===== src/rtl/bp_fe_queue_ckpt_pkg.sv =====
// Shared constants for the FE->BE checkpointing queue.
package bp_fe_queue_ckpt_pkg;

    localparam int unsigned fe_queue_width_lp = 128;
    localparam int unsigned fe_queue_els_lp   = 8;

endpackage


===== src/rtl/bp_fe_queue_ckpt_ptr.sv =====
// Wrap-bit pointer register with increment enable and a higher-priority synchronous load.
module bp_fe_queue_ckpt_ptr #(
    parameter int unsigned width_p = 4
) (
    input  logic               clk,
    input  logic               rst_n,
    input  logic               inc,
    input  logic               load,
    input  logic [width_p-1:0] load_val,
    output logic [width_p-1:0] ptr,
    output logic [width_p-1:0] ptr_next
);

    logic [width_p-1:0] ptr_q;

    always_comb begin
        ptr_next = load ? load_val : ptr_q + width_p'(inc);
    end

    always_ff @(posedge clk) begin
        if (!rst_n) begin
            ptr_q <= '0;
        end else begin
            ptr_q <= ptr_next;
        end
    end

    assign ptr = ptr_q;

endmodule


===== src/rtl/bp_fe_queue_ckpt.sv =====
// Checkpointing FIFO from FE to BE: write, speculative read and commit pointers allow
// the BE to flush unread entries or replay read-but-uncommitted ones without refetching.
module bp_fe_queue_ckpt
    import bp_fe_queue_ckpt_pkg::*;
#(
    parameter int unsigned els_p   = fe_queue_els_lp,
    parameter int unsigned width_p = fe_queue_width_lp
) (
    input  logic               clk_i,
    input  logic               reset_i,
    input  logic [width_p-1:0] fe_queue_i,
    input  logic               fe_queue_v_i,
    output logic               fe_queue_ready_o,
    output logic [width_p-1:0] fe_queue_o,
    output logic               fe_queue_v_o,
    input  logic               fe_queue_yumi_i,
    input  logic               fe_queue_clr_i,
    input  logic               fe_queue_deq_i,
    input  logic               fe_queue_roll_i,
    output logic               empty_o
);

    localparam int unsigned ptr_width_lp = $clog2(els_p) + 1;
    localparam int unsigned idx_width_lp = ptr_width_lp - 1;

    logic [ptr_width_lp-1:0] wptr, rptr, cptr;
    logic [ptr_width_lp-1:0] wptr_next, rptr_next, cptr_next;
    logic                    full;
    logic                    enq, yumi_ok, deq_ok;

    logic [width_p-1:0] mem [els_p];

    assign full = (wptr[idx_width_lp-1:0] == cptr[idx_width_lp-1:0])
                & (wptr[ptr_width_lp-1] != cptr[ptr_width_lp-1]);

    assign fe_queue_ready_o = ~full;
    assign fe_queue_v_o     = (rptr != wptr);
    assign empty_o          = (cptr == wptr);
    assign fe_queue_o       = mem[rptr[idx_width_lp-1:0]];

    // Illegal yumi/deq are dropped here so pointers never leave the invariant.
    assign enq     = fe_queue_v_i & ~full;
    assign yumi_ok = fe_queue_yumi_i & fe_queue_v_o;
    assign deq_ok  = fe_queue_deq_i & (cptr != rptr);

    bp_fe_queue_ckpt_ptr #(.width_p(ptr_width_lp)) u_cptr (
        .clk      (clk_i),
        .rst_n    (reset_i),
        .inc      (deq_ok),
        .load     (1'b0),
        .load_val ('0),
        .ptr      (cptr),
        .ptr_next (cptr_next)
    );

    // Roll rewinds to the checkpoint as updated by this cycle's deq.
    bp_fe_queue_ckpt_ptr #(.width_p(ptr_width_lp)) u_rptr (
        .clk      (clk_i),
        .rst_n    (reset_i),
        .inc      (yumi_ok),
        .load     (fe_queue_roll_i),
        .load_val (cptr_next),
        .ptr      (rptr),
        .ptr_next (rptr_next)
    );

    // Clear truncates to the read pointer as updated by this cycle's yumi/roll.
    bp_fe_queue_ckpt_ptr #(.width_p(ptr_width_lp)) u_wptr (
        .clk      (clk_i),
        .rst_n    (reset_i),
        .inc      (enq),
        .load     (fe_queue_clr_i),
        .load_val (rptr_next),
        .ptr      (wptr),
        .ptr_next (wptr_next)
    );

    always_ff @(posedge clk_i) begin
        if (enq && !fe_queue_clr_i) begin
            mem[wptr[idx_width_lp-1:0]] <= fe_queue_i;
        end
    end

    a_yumi_legal: assert property (@(posedge clk_i) disable iff (!reset_i)
        fe_queue_yumi_i |-> fe_queue_v_o)
        else $error("yumi with no unread entry");

    a_deq_legal: assert property (@(posedge clk_i) disable iff (!reset_i)
        fe_queue_deq_i |-> (cptr != rptr))
        else $error("deq with no read entry");

    a_occupancy: assert property (@(posedge clk_i) disable iff (!reset_i)
        ptr_width_lp'(wptr_next - cptr_next) <= ptr_width_lp'(els_p))
        else $error("occupancy exceeds capacity");

endmodule

===== config.mk =====
export PLATFORM = sky130hd
export DESIGN_NAME = bp_fe_queue_ckpt
export DESIGN_NICKNAME = d
export VERILOG_FILES = /design/src/rtl/bp_fe_queue_ckpt_pkg.sv /design/src/rtl/bp_fe_queue_ckpt_ptr.sv /design/src/rtl/bp_fe_queue_ckpt.sv
export SDC_FILE = /design/constraint.sdc
export NUM_CORES = 1
export LEC_CHECK = 0
export CAP_MARGIN = 20
export CORE_ASPECT_RATIO = 1.4
export CORE_MARGIN = 2
export CORE_UTILIZATION = 63
export CTS_CLUSTER_SIZE = 24
export DETAILED_ROUTE_END_ITERATION = 6
export PLACE_DENSITY = 0.84
export SYNTH_ARGS = -nofsm -noshare
export SYNTH_HDL_FRONTEND = slang
export SYNTH_SLANG_ARGS = --single-unit

===== constraint.sdc =====
create_clock -name clk_i -period 24.8 [get_ports clk_i]
set_input_delay 4.96 -clock clk_i [delete_from_list [all_inputs] [get_ports clk_i]]
set_output_delay 4.96 -clock clk_i [all_outputs]
set_load 0.02 [all_outputs]

==> flow_summary.json, run 1 <==
{
  "power.leakage_uw": 0.0144,
  "cts_buffers": 91,
  "vias_per_cell": 6.30,
  "reg2reg_to": "mem[6][65]",
  "synth_cells": 1575,
  "max_freq_ghz": 0.105,
  "drtIter0Drc": 1559,
  "crit_family": "buffers and inverters",
  "antenna_found_initial": 20,
  "worstSetupStartpointType": "flop",
  "synthFlopType": "edfxtp_1",
  "top_level_ports": 266,
  "post_cts_buffers": 0,
  "path_buf_inv": 3,
  "clock_latency_ns": 0.65,
  "clk_path_buf_depth": 3,
  "cts_htree_levels": 3,
  "worstSetupPathType": "reg -> out",
  "grt_usage": 0.250,
  "synth-edff-count": 1024,
  "area_growth_syn_to_layout_pct": 16.0,
  "synth_cell_type_count": 40,
  "seq_area_frac_synth": 0.779,
  "core_area_um2": 62700,
  "wirelength_mm": 80.6,
  "ys_seq_elements": 1036,
  "reg2reg_depth": 5,
  "clkSinkCount": 1036,
  "crit_path_max_incr_delay_ns": 0.92,
  "synthesis.nets": 1716,
  "floorplan.initialDensity": 0.634,
  "finalSetupViolations": 0,
  "fin_nets": 2027,
  "min_path_type": "reg -> reg",
  "cts_tree": "yes",
  "ctsRootBufferMaster": "clkbuf_16",
  "grt_max_degree": 129,
  "grt_pass1_wl_mm": 118,
  "p_per_area_nw_per_um2": 92.0,
  "fin_crit_sh": 0.385,
  "skew_ns": 0.0163,
  "use_met2": 0.436,
  "cp_common_cell": "buf_4",
  "path_depth": 5,
  "cp-startpoint": "u_rptr.ptr[1]",
  "grt_busiest_layer": "met2",
  "cts_resized": 0,
  "ant_nets": 0,
  "status": "completed",
  "cts_hold_buf": 0,
  "yosysTopAreaCellShare": 0.773,
  "overflow": 0,
  "die_h_um": 301,
  "row_count": 109,
  "fin_setup_tns_ns": 0,
  "grt_util_met3": 0.0495,
  "drc": 0,
  "timing_hold_violations_final": 0,
  "slew_violations": 0,
  "clk_pin_slew_worst_paths_ns": 0.06,
  "yosys_warnings": 0,
  "finalCriticalPeriod_ns": 9.56,
  "tightestPinTransition_ns": 1.10,
  "firstDrtPassIters": 7,
  "finalPower_uw": 4240,
  "endpoint": "fe_queue_o[44]",
  "synthArstFlopShare": 0,
  "critPathSlowestCell": "dfxtp_4",
  "setup.worst_path.end_class": "primary output",
  "wire_per_inst_um": 28.7,
  "dp_hpwl_mm": 42.1,
  "worstPathArrival_ns": 4.60,
  "regToRegSetupSlack_ns": 21.17,
  "worstPathCellList": "buf_4 -> buf_4 -> mux4_1 -> mux2_2 -> clkdlybuf4s50_1",
  "dieArea_um2": 65200,
  "drive_above_1_share": 0.220,
  "ys_top_cells_by_area": "edfxtp_1 77%, mux4_1 8.1%, mux4_2 7.5%, mux2_2 3.6%, buf_6 0.65%",
  "rsz0062_at_grt": "no",
  "io_buffers": 265,
  "slew_headroom": 0.267,
  "syn_avg_cell_area_um2": 25.3,
  "crit_fanout": 80,
  "grtUsageMet1": 0.306,
  "vias": 17700,
  "cp.required_ns": 19.84,
  "globalplace.congestion": 0.756,
  "die_x_um": 216,
  "r2r-start": "u_wptr.ptr[1]",
  "synth_top_area_cell": "edfxtp_1",
  "drv_cap": 0,
  "ir_drop_v": 0.000107,
  "synth_area_um2": 39800,
  "grt_pass1_vias": 18700
}
[final cells by class]
type	instances	area, um^2
antenna	14	35.0
clock buffer	116	2380
clock inverter	51	463
fill	3361	16600
inverter	2	7.51
multi-input combinational	457	8270
sequential	1036	31000
tap	832	1040
timing repair buffer	298	2930
[synth_stat cells, types with 5 or more instances]
library cell / n
nand2_1: 5
clkbuf_1: 27
xor2_1: 10
mux4_2: 133
nor2b_1: 5
buf_6: 23
buf_2: 10
edfxtp_1: 1024
nand3_1: 6
buf_1: 10
mux4_1: 123
ha_1: 6
xnor2_1: 7
dfxtp_1: 12
mux2_2: 128
[logic make-up (layout without fill, tap and decap cells)]
family / after synthesis / after routing / synth area share
AO/OA/AOI/OAI: 9 / 9 / 0.00186
XOR/XNOR: 17 / 17 / 0.00374
adder cells (fa/ha/maj): 6 / 6 / 0.00189
buffers and inverters: 82 / 467 / 0.0142
flip-flops: 1036 / 1036 / 0.779
multiplexers: 388 / 388 / 0.194
other: 0 / 14 / 0
AND/OR/NAND/NOR: 37 / 37 / 0.00532
[placed cells by master, fill, tap and decap left out, types with 2 or more instances in the layout]
| cell type | count |
|---|---|
| clkdlybuf4s50_1 | 265 |
| mux2_2 | 128 |
| mux2i_1 | 4 |
| clkinv_1 | 18 |
| ha_1 | 6 |
| diode_2 | 14 |
| clkinv_2 | 14 |
| nand2_1 | 5 |
| buf_4 | 31 |
| dfxtp_1 | 9 |
| clkbuf_1 | 24 |
| nor4_2 | 4 |
| nor3_2 | 3 |
| xor2_1 | 10 |
| inv_6 | 5 |
| inv_1 | 2 |
| nor2b_1 | 5 |
| mux4_1 | 123 |
| clkbuf_16 | 91 |
| dfxtp_4 | 3 |
| clkinvlp_4 | 4 |
| nand2b_1 | 2 |
| clkinv_8 | 2 |
| and2_1 | 4 |
| buf_12 | 2 |
| nand3_1 | 6 |
| edfxtp_1 | 1024 |
| bufinv_16 | 7 |
| nand3b_1 | 2 |
| mux4_2 | 133 |
| xnor2_1 | 7 |
| o211a_1 | 2 |
[power breakdown]
group	switching (uW)	total, uW	internal, uW
sequential	39.2	2010	1970
clock	596	1350	755
combinational	405	879	474
[metal layers]
metal,wire length (um),vias up
met5,69,-
met4,2340,12
met3,4930,129
met2,43600,615
met1,29700,9407
li1,-,7514
[sequential cells by signal, summed over array words and instances (netlist names)]
register    flops
mem          1024
u_cptr.ptr      4
u_rptr.ptr      4
u_wptr.ptr      4
[worst min-delay path by stage]
stage / from / to / slack, ns / cells after the start
2_1_floorplan: u_wptr.ptr[1] / u_wptr.ptr[1] / 0.57 / 2
3_3_place_gp: u_rptr.ptr[3] / u_rptr.ptr[3] / 0.63 / 2
3_5_place_dp: u_rptr.ptr[3] / u_rptr.ptr[3] / 0.66 / 2
4_1_cts: u_rptr.ptr[3] / u_rptr.ptr[3] / 0.68 / 2
5_1_grt: u_rptr.ptr[3] / u_rptr.ptr[3] / 0.73 / 2
6_report: u_rptr.ptr[3] / u_rptr.ptr[3] / 0.69 / 2
[tightest hold or removal path, delay by kind of cell, from the launching register on]
| kind | cells | cell delay (ns) |
|---|---|---|
| flops | 1 | 0.40 |
| xor+xnor | 1 | 0.12 |
| compound gates | 1 | 0.11 |
[per-stage QoR]
step / worst slack, ns / utilization / std cells / hold slack (ns) / area [um^2]
floorplan: 6.41 / - / 1575 / 0.572 / 39800
global placement: 15.99 / 0.689 / 2625 / 0.633 / 43200
detailed placement: 15.89 / 0.689 / 2625 / 0.665 / 43200
CTS: 15.21 / 0.735 / 2792 / 0.683 / 46100
global route: 15.05 / 0.735 / 2805 / 0.732 / 46100
finish: 15.24 / 0.735 / 2806 / 0.685 / 46100
Note: power is estimated with default switching activity, not from simulation.
==> run 2, diff against run 1 <==
--- a/config.mk
+++ b/config.mk
@@ -8,10 +8,10 @@
 export CAP_MARGIN = 20
 export CORE_ASPECT_RATIO = 1.4
 export CORE_MARGIN = 2
-export CORE_UTILIZATION = 63
+export CORE_UTILIZATION = 53
 export CTS_CLUSTER_SIZE = 24
 export DETAILED_ROUTE_END_ITERATION = 6
-export PLACE_DENSITY = 0.84
+export PLACE_DENSITY = 0.76
 export SYNTH_ARGS = -nofsm -noshare
 export SYNTH_HDL_FRONTEND = slang
 export SYNTH_SLANG_ARGS = --single-unit
==> constraint.sdc (replaced) <==
create_clock -name clk_i -period 8.6 [get_ports clk_i]
set_input_delay 1.72 -clock clk_i [delete_from_list [all_inputs] [get_ports clk_i]]
set_output_delay 1.72 -clock clk_i [all_outputs]
set_load 0.02 [all_outputs]
==> flow_summary.json, run 2 (synthesized netlist as in run 1, its figures left out) <==
{
  "wire_per_inst_um": 26.4,
  "dp_hpwl_mm": 38.9,
  "grt_usage": 0.202,
  "r2r-start": "u_wptr.ptr[0]",
  "status": "completed",
  "floorplan.initialDensity": 0.537,
  "io_buffers": 265,
  "cts_hold_buf": 0,
  "timing_hold_violations_final": 0,
  "slew_violations": 0,
  "cts_buffers": 93,
  "most-common-layout-cells": "1,024 x edfxtp_1, 265 x clkdlybuf4s50_1, 133 x mux4_2",
  "cp.required_ns": 6.88,
  "skew_ns": 0.0210,
  "row_count": 118,
  "wirelength_mm": 76.8,
  "regToRegSetupSlack_ns": 5.10,
  "fin_hold_ws_ns": 0.666,
  "overflow": 0,
  "tightestPinTransition_ns": 1.18,
  "clk_pin_slew_worst_paths_ns": 0.06,
  "crit_fanout": 127,
  "drc": 0,
  "grt_pass1_wl_mm": 115,
  "drive_above_1_share": 0.223,
  "finalCriticalPeriod_ns": 5.37,
  "max_freq_ghz": 0.186,
  "antenna_found_initial": 11,
  "cts_tree": "yes",
  "die_h_um": 328,
  "firstDrtPassIters": 4,
  "power.leakage_uw": 0.0145,
  "cts_resized": 0,
  "finalPower_uw": 12600,
  "ctsRootBufferMaster": "clkbuf_16",
  "ant_nets": 0,
  "grt_max_degree": 131,
  "slew_headroom": 0.212,
  "setup.worst_path.end_class": "primary output",
  "fin_crit_sh": 0.624,
  "final_common_cell": "edfxtp_1",
  "fillers": 4791,
  "ir_drop_v": 0.000280,
  "clock_latency_ns": 0.65,
  "final_area_um2": 46600,
  "die_x_um": 236,
  "clk_path_buf_depth": 3,
  "worstSetupStartpointType": "flop",
  "endpoint": "fe_queue_o[76]",
  "vias": 17300,
  "placed_area_um2": 43400,
  "fin_nets": 2014,
  "fin_setup_tns_ns": 0,
  "grt_pass1_vias": 18400,
  "clkSinkCount": 1036,
  "globalplace.congestion": 0.767,
  "rsz0062_at_grt": "no",
  "area_growth_syn_to_layout_pct": 17.2,
  "multiInputGateArea_um2": 8320,
  "reg2reg_to": "mem[2][88]",
  "cp-startpoint": "u_rptr.ptr[0]",
  "core_area_um2": 74100,
  "dieArea_um2": 77300,
  "finalSetupViolations": 0,
  "vias_per_cell": 5.93,
  "drv_cap": 0,
  "min_path_type": "reg -> reg",
  "cts_htree_levels": 3,
  "worstSetupPathType": "reg -> out",
  "reg2reg_depth": 4,
  "top_level_ports": 266,
  "post_cts_buffers": 0,
  "drtIter0Drc": 1285,
  "largest_register_ffs": 1024,
  "worstPathArrival_ns": 3.65,
  "register_area_um2": 31000,
  "p_per_area_nw_per_um2": 270
}
## run 2: changes by cell type in the layout (fill, tap and decap cells not counted), sizes merged
cell,delta
buf,-15
bufinv,+6
clkbuf,-7
clkinv,+3
clkinvlp,-1
diode,-6
inv,+2
## run 2: final cells by class
| cell class | count | share of cell area |
|---|---|---|
| clock buffers | 109 | 0.0530 |
| diodes | 8 | 0.000429 |
| multi-input cells | 457 | 0.178 |
| well taps | 960 | 0.0258 |
| clock inverters | 61 | 0.0145 |
| flip-flops and latches | 1036 | 0.665 |
| inverters | 2 | 0.000161 |
| repair buffers | 283 | 0.0625 |
## run 2: worst min path at each step
stage	cells past startpoint	end	startpoint	slack [ns]
6_report	2	u_rptr.ptr[3]	u_rptr.ptr[3]	0.67
5_1_grt	2	u_rptr.ptr[3]	u_rptr.ptr[3]	0.71
4_1_cts	2	u_rptr.ptr[3]	u_rptr.ptr[3]	0.66
3_5_place_dp	2	u_rptr.ptr[3]	u_rptr.ptr[3]	0.65
3_3_place_gp	2	u_rptr.ptr[3]	u_rptr.ptr[3]	0.64
2_1_floorplan	2	u_wptr.ptr[1]	u_wptr.ptr[1]	0.57
## run 2: metal layers
metal	GRT usage	vias up	share of wire
li1	-	7490	-
met1	0.254	9179	0.40
met2	0.346	498	0.51
met3	0.0430	122	0.059
met4	0.0788	8	0.027
met5	0	-	0.00068
## run 2: critical path, cell delays in order, from the launching register on
cell and delay (ns):
dfxtp_4 0.54, buf_12 0.57, mux4_1 0.66, mux2_2 0.30, clkdlybuf4s50_1 0.55
## run 2: metrics by stage
| stage | cells | utilization | setup WS (ns) |
|---|---|---|---|
| finish | 2916 | 0.629 | 3.23 |
| global route | 2915 | 0.629 | 3.09 |
| CTS | 2908 | 0.629 | 3.15 |
| detailed placement | 2738 | 0.586 | 3.69 |
| global placement | 2738 | 0.586 | 3.75 |
| floorplan | 1575 | - | -1.13 |
## run 2: power breakdown
group | leakage (uW) | switching (uW) | internal [uW]
sequential | 0.00935 | 68.1 | 5690
clock | 0.00155 | 1780 | 2460
combinational | 0.00363 | 1200 | 1370
total | 0.0145 | 3050 | 9520
==> run 3, diff against run 2 <==
--- a/config.mk
+++ b/config.mk
@@ -8,10 +8,10 @@
 export CAP_MARGIN = 20
 export CORE_ASPECT_RATIO = 1.4
 export CORE_MARGIN = 2
-export CORE_UTILIZATION = 53
+export CORE_UTILIZATION = 59
 export CTS_CLUSTER_SIZE = 24
 export DETAILED_ROUTE_END_ITERATION = 6
-export PLACE_DENSITY = 0.76
+export PLACE_DENSITY = 0.8
 export SYNTH_ARGS = -nofsm -noshare
 export SYNTH_HDL_FRONTEND = slang
 export SYNTH_SLANG_ARGS = --single-unit
==> constraint.sdc (replaced) <==
create_clock -name clk_i -period 4.94 [get_ports clk_i]
set_input_delay 0.988 -clock clk_i [delete_from_list [all_inputs] [get_ports clk_i]]
set_output_delay 0.988 -clock clk_i [all_outputs]
set_load 0.02 [all_outputs]
==> flow_summary.json, run 3 (synthesized netlist as in run 1, its figures left out) <==
{
  "status": "completed",
  "grt_pass1_wl_mm": 116,
  "die_x_um": 223,
  "overflow": 0,
  "globalplace.congestion": 0.740,
  "cts_htree_levels": 3,
  "crit_fanout": 48,
  "max_freq_ghz": 0.230,
  "clk_path_buf_depth": 3,
  "vias": 17600,
  "io_buffers": 265,
  "row_count": 112,
  "grtUsageMet1": 0.291,
  "timing_hold_violations_final": 0,
  "r2r-start": "u_wptr.ptr[0]",
  "ir_drop_v": 0.000410,
  "min_path_type": "reg -> reg",
  "placed_area_um2": 43800,
  "drtIter0Drc": 1302,
  "drive_above_1_share": 0.232,
  "cts_hold_buf": 0,
  "worstSetupPathType": "reg -> out",
  "most-common-layout-cells": "1,024 x edfxtp_1, 265 x clkdlybuf4s50_1, 133 x mux4_2",
  "firstDrtPassIters": 5,
  "grt_max_degree": 129,
  "ant_nets": 0,
  "rsz0062_at_grt": "no",
  "tightestPinTransition_ns": 1.03,
  "floorplan.initialDensity": 0.596,
  "endpoint": "fe_queue_o[86]",
  "clkSinkCount": 1036,
  "grt_pass1_vias": 18600,
  "slew_violations": 0,
  "wire_per_inst_um": 27.1,
  "cts_resized": 0,
  "worstPathArrival_ns": 3.37,
  "critPathSlowestCell": "dfxtp_4",
  "cp-startpoint": "u_rptr.ptr[0]",
  "final_common_cell": "edfxtp_1",
  "final_area_um2": 46700,
  "clk_pin_slew_worst_paths_ns": 0.06,
  "area_growth_syn_to_layout_pct": 17.5,
  "core_area_um2": 66700,
  "finalSetupViolations": 0,
  "fin_nets": 2052,
  "dieArea_um2": 69500,
  "p_per_area_nw_per_um2": 459,
  "path_depth": 4,
  "dp_cells": 2671,
  "crit_family": "buffers and inverters",
  "worstPathCellList": "buf_12 -> mux4_1 -> mux2_2 -> clkdlybuf4s50_1",
  "crit_path_max_incr_delay_ns": 0.82,
  "grt_usage": 0.226,
  "worstSetupStartpointType": "flop",
  "reg2reg_depth": 4,
  "regToRegSetupSlack_ns": 2.02,
  "clock_latency_ns": 0.65,
  "largest_register_ffs": 1024,
  "ctsRootBufferMaster": "clkbuf_16",
  "cts_buffers": 93,
  "grt_util_met3": 0.0476,
  "vias_per_cell": 6.17,
  "drc": 0,
  "antenna_found_initial": 7,
  "die_h_um": 311,
  "reg2reg_to": "mem[2][82]",
  "fin_crit_sh": 0.882,
  "top_level_ports": 266,
  "wirelength_mm": 77.1,
  "finalCriticalPeriod_ns": 4.36,
  "skew_ns": 0.0219,
  "slew_headroom": 0.311,
  "grt_busiest_layer": "met2",
  "path_buf_inv": 2,
  "cp.required_ns": 3.95,
  "drv_cap": 0,
  "use_met2": 0.388,
  "power.leakage_uw": 0.0146,
  "cts_tree": "yes",
  "setup.worst_path.end_class": "primary output",
  "dp_hpwl_mm": 42.8,
  "final_cells": 2845,
  "fillers": 3821,
  "post_cts_buffers": 0,
  "fin_hold_ws_ns": 0.652
}
[run 3: routing by layer]
metal / vias to the layer above / wire length, um
met4: 6 / 1850
li1: 7562 / -
met1: 9315 / 30400
met3: 121 / 4550
met5: - / 42
met2: 551 / 40300
[run 3: cell type report]
type | count | area, um^2 | area share
multi-input cells | 457 | 8340 | 0.178
inverters | 2 | 7.51 | 0.000161
repair buffers | 321 | 3420 | 0.0732
flip-flops and latches | 1036 | 31000 | 0.663
well taps | 855 | 1070 | 0.0229
clock buffers | 114 | 2480 | 0.0530
diodes | 4 | 10.0 | 0.000214
clock inverters | 56 | 410 | 0.00878
[run 3: worst min-delay path by stage]
stage                             start       endpoint  slack, ns  cells after the start
after floorplan           u_wptr.ptr[1]  u_wptr.ptr[1]       0.57                      2
after global placement    u_rptr.ptr[3]  u_rptr.ptr[3]       0.63                      2
after detailed placement  u_rptr.ptr[3]  u_rptr.ptr[3]       0.64                      2
after CTS                 u_rptr.ptr[3]  u_rptr.ptr[3]       0.66                      2
after global routing      u_rptr.ptr[3]  u_rptr.ptr[3]       0.69                      2
final                     u_rptr.ptr[3]  u_rptr.ptr[3]       0.65                      2
[run 3: power by group]
| part | internal, uW | switching (uW) |
|---|---|---|
| Combinational | 2500 | 2090 |
| Sequential | 9910 | 162 |
| Clock | 3780 | 3010 |
| Total | 16200 | 5260 |
[run 3: worst register-to-register path, cell delays in order, from the launching register on]
cell     delay [ns]
dfxtp_1        0.67
xnor2_1        0.17
and4_1         0.47
nor4_4         0.37
buf_12         0.60
[run 3: stage by stage]
step	setup WS, ns	TNS (ns)	util	total power [uW]
6_report	0.584	0	0.701	21400
5_1_grt	0.447	0	0.701	22200
4_1_cts	0.508	0	0.701	21700
3_5_place_dp	1.21	0	0.657	14900
3_3_place_gp	1.23	0	0.657	14800
2_1_floorplan	-0.948	-424.19	-	13400
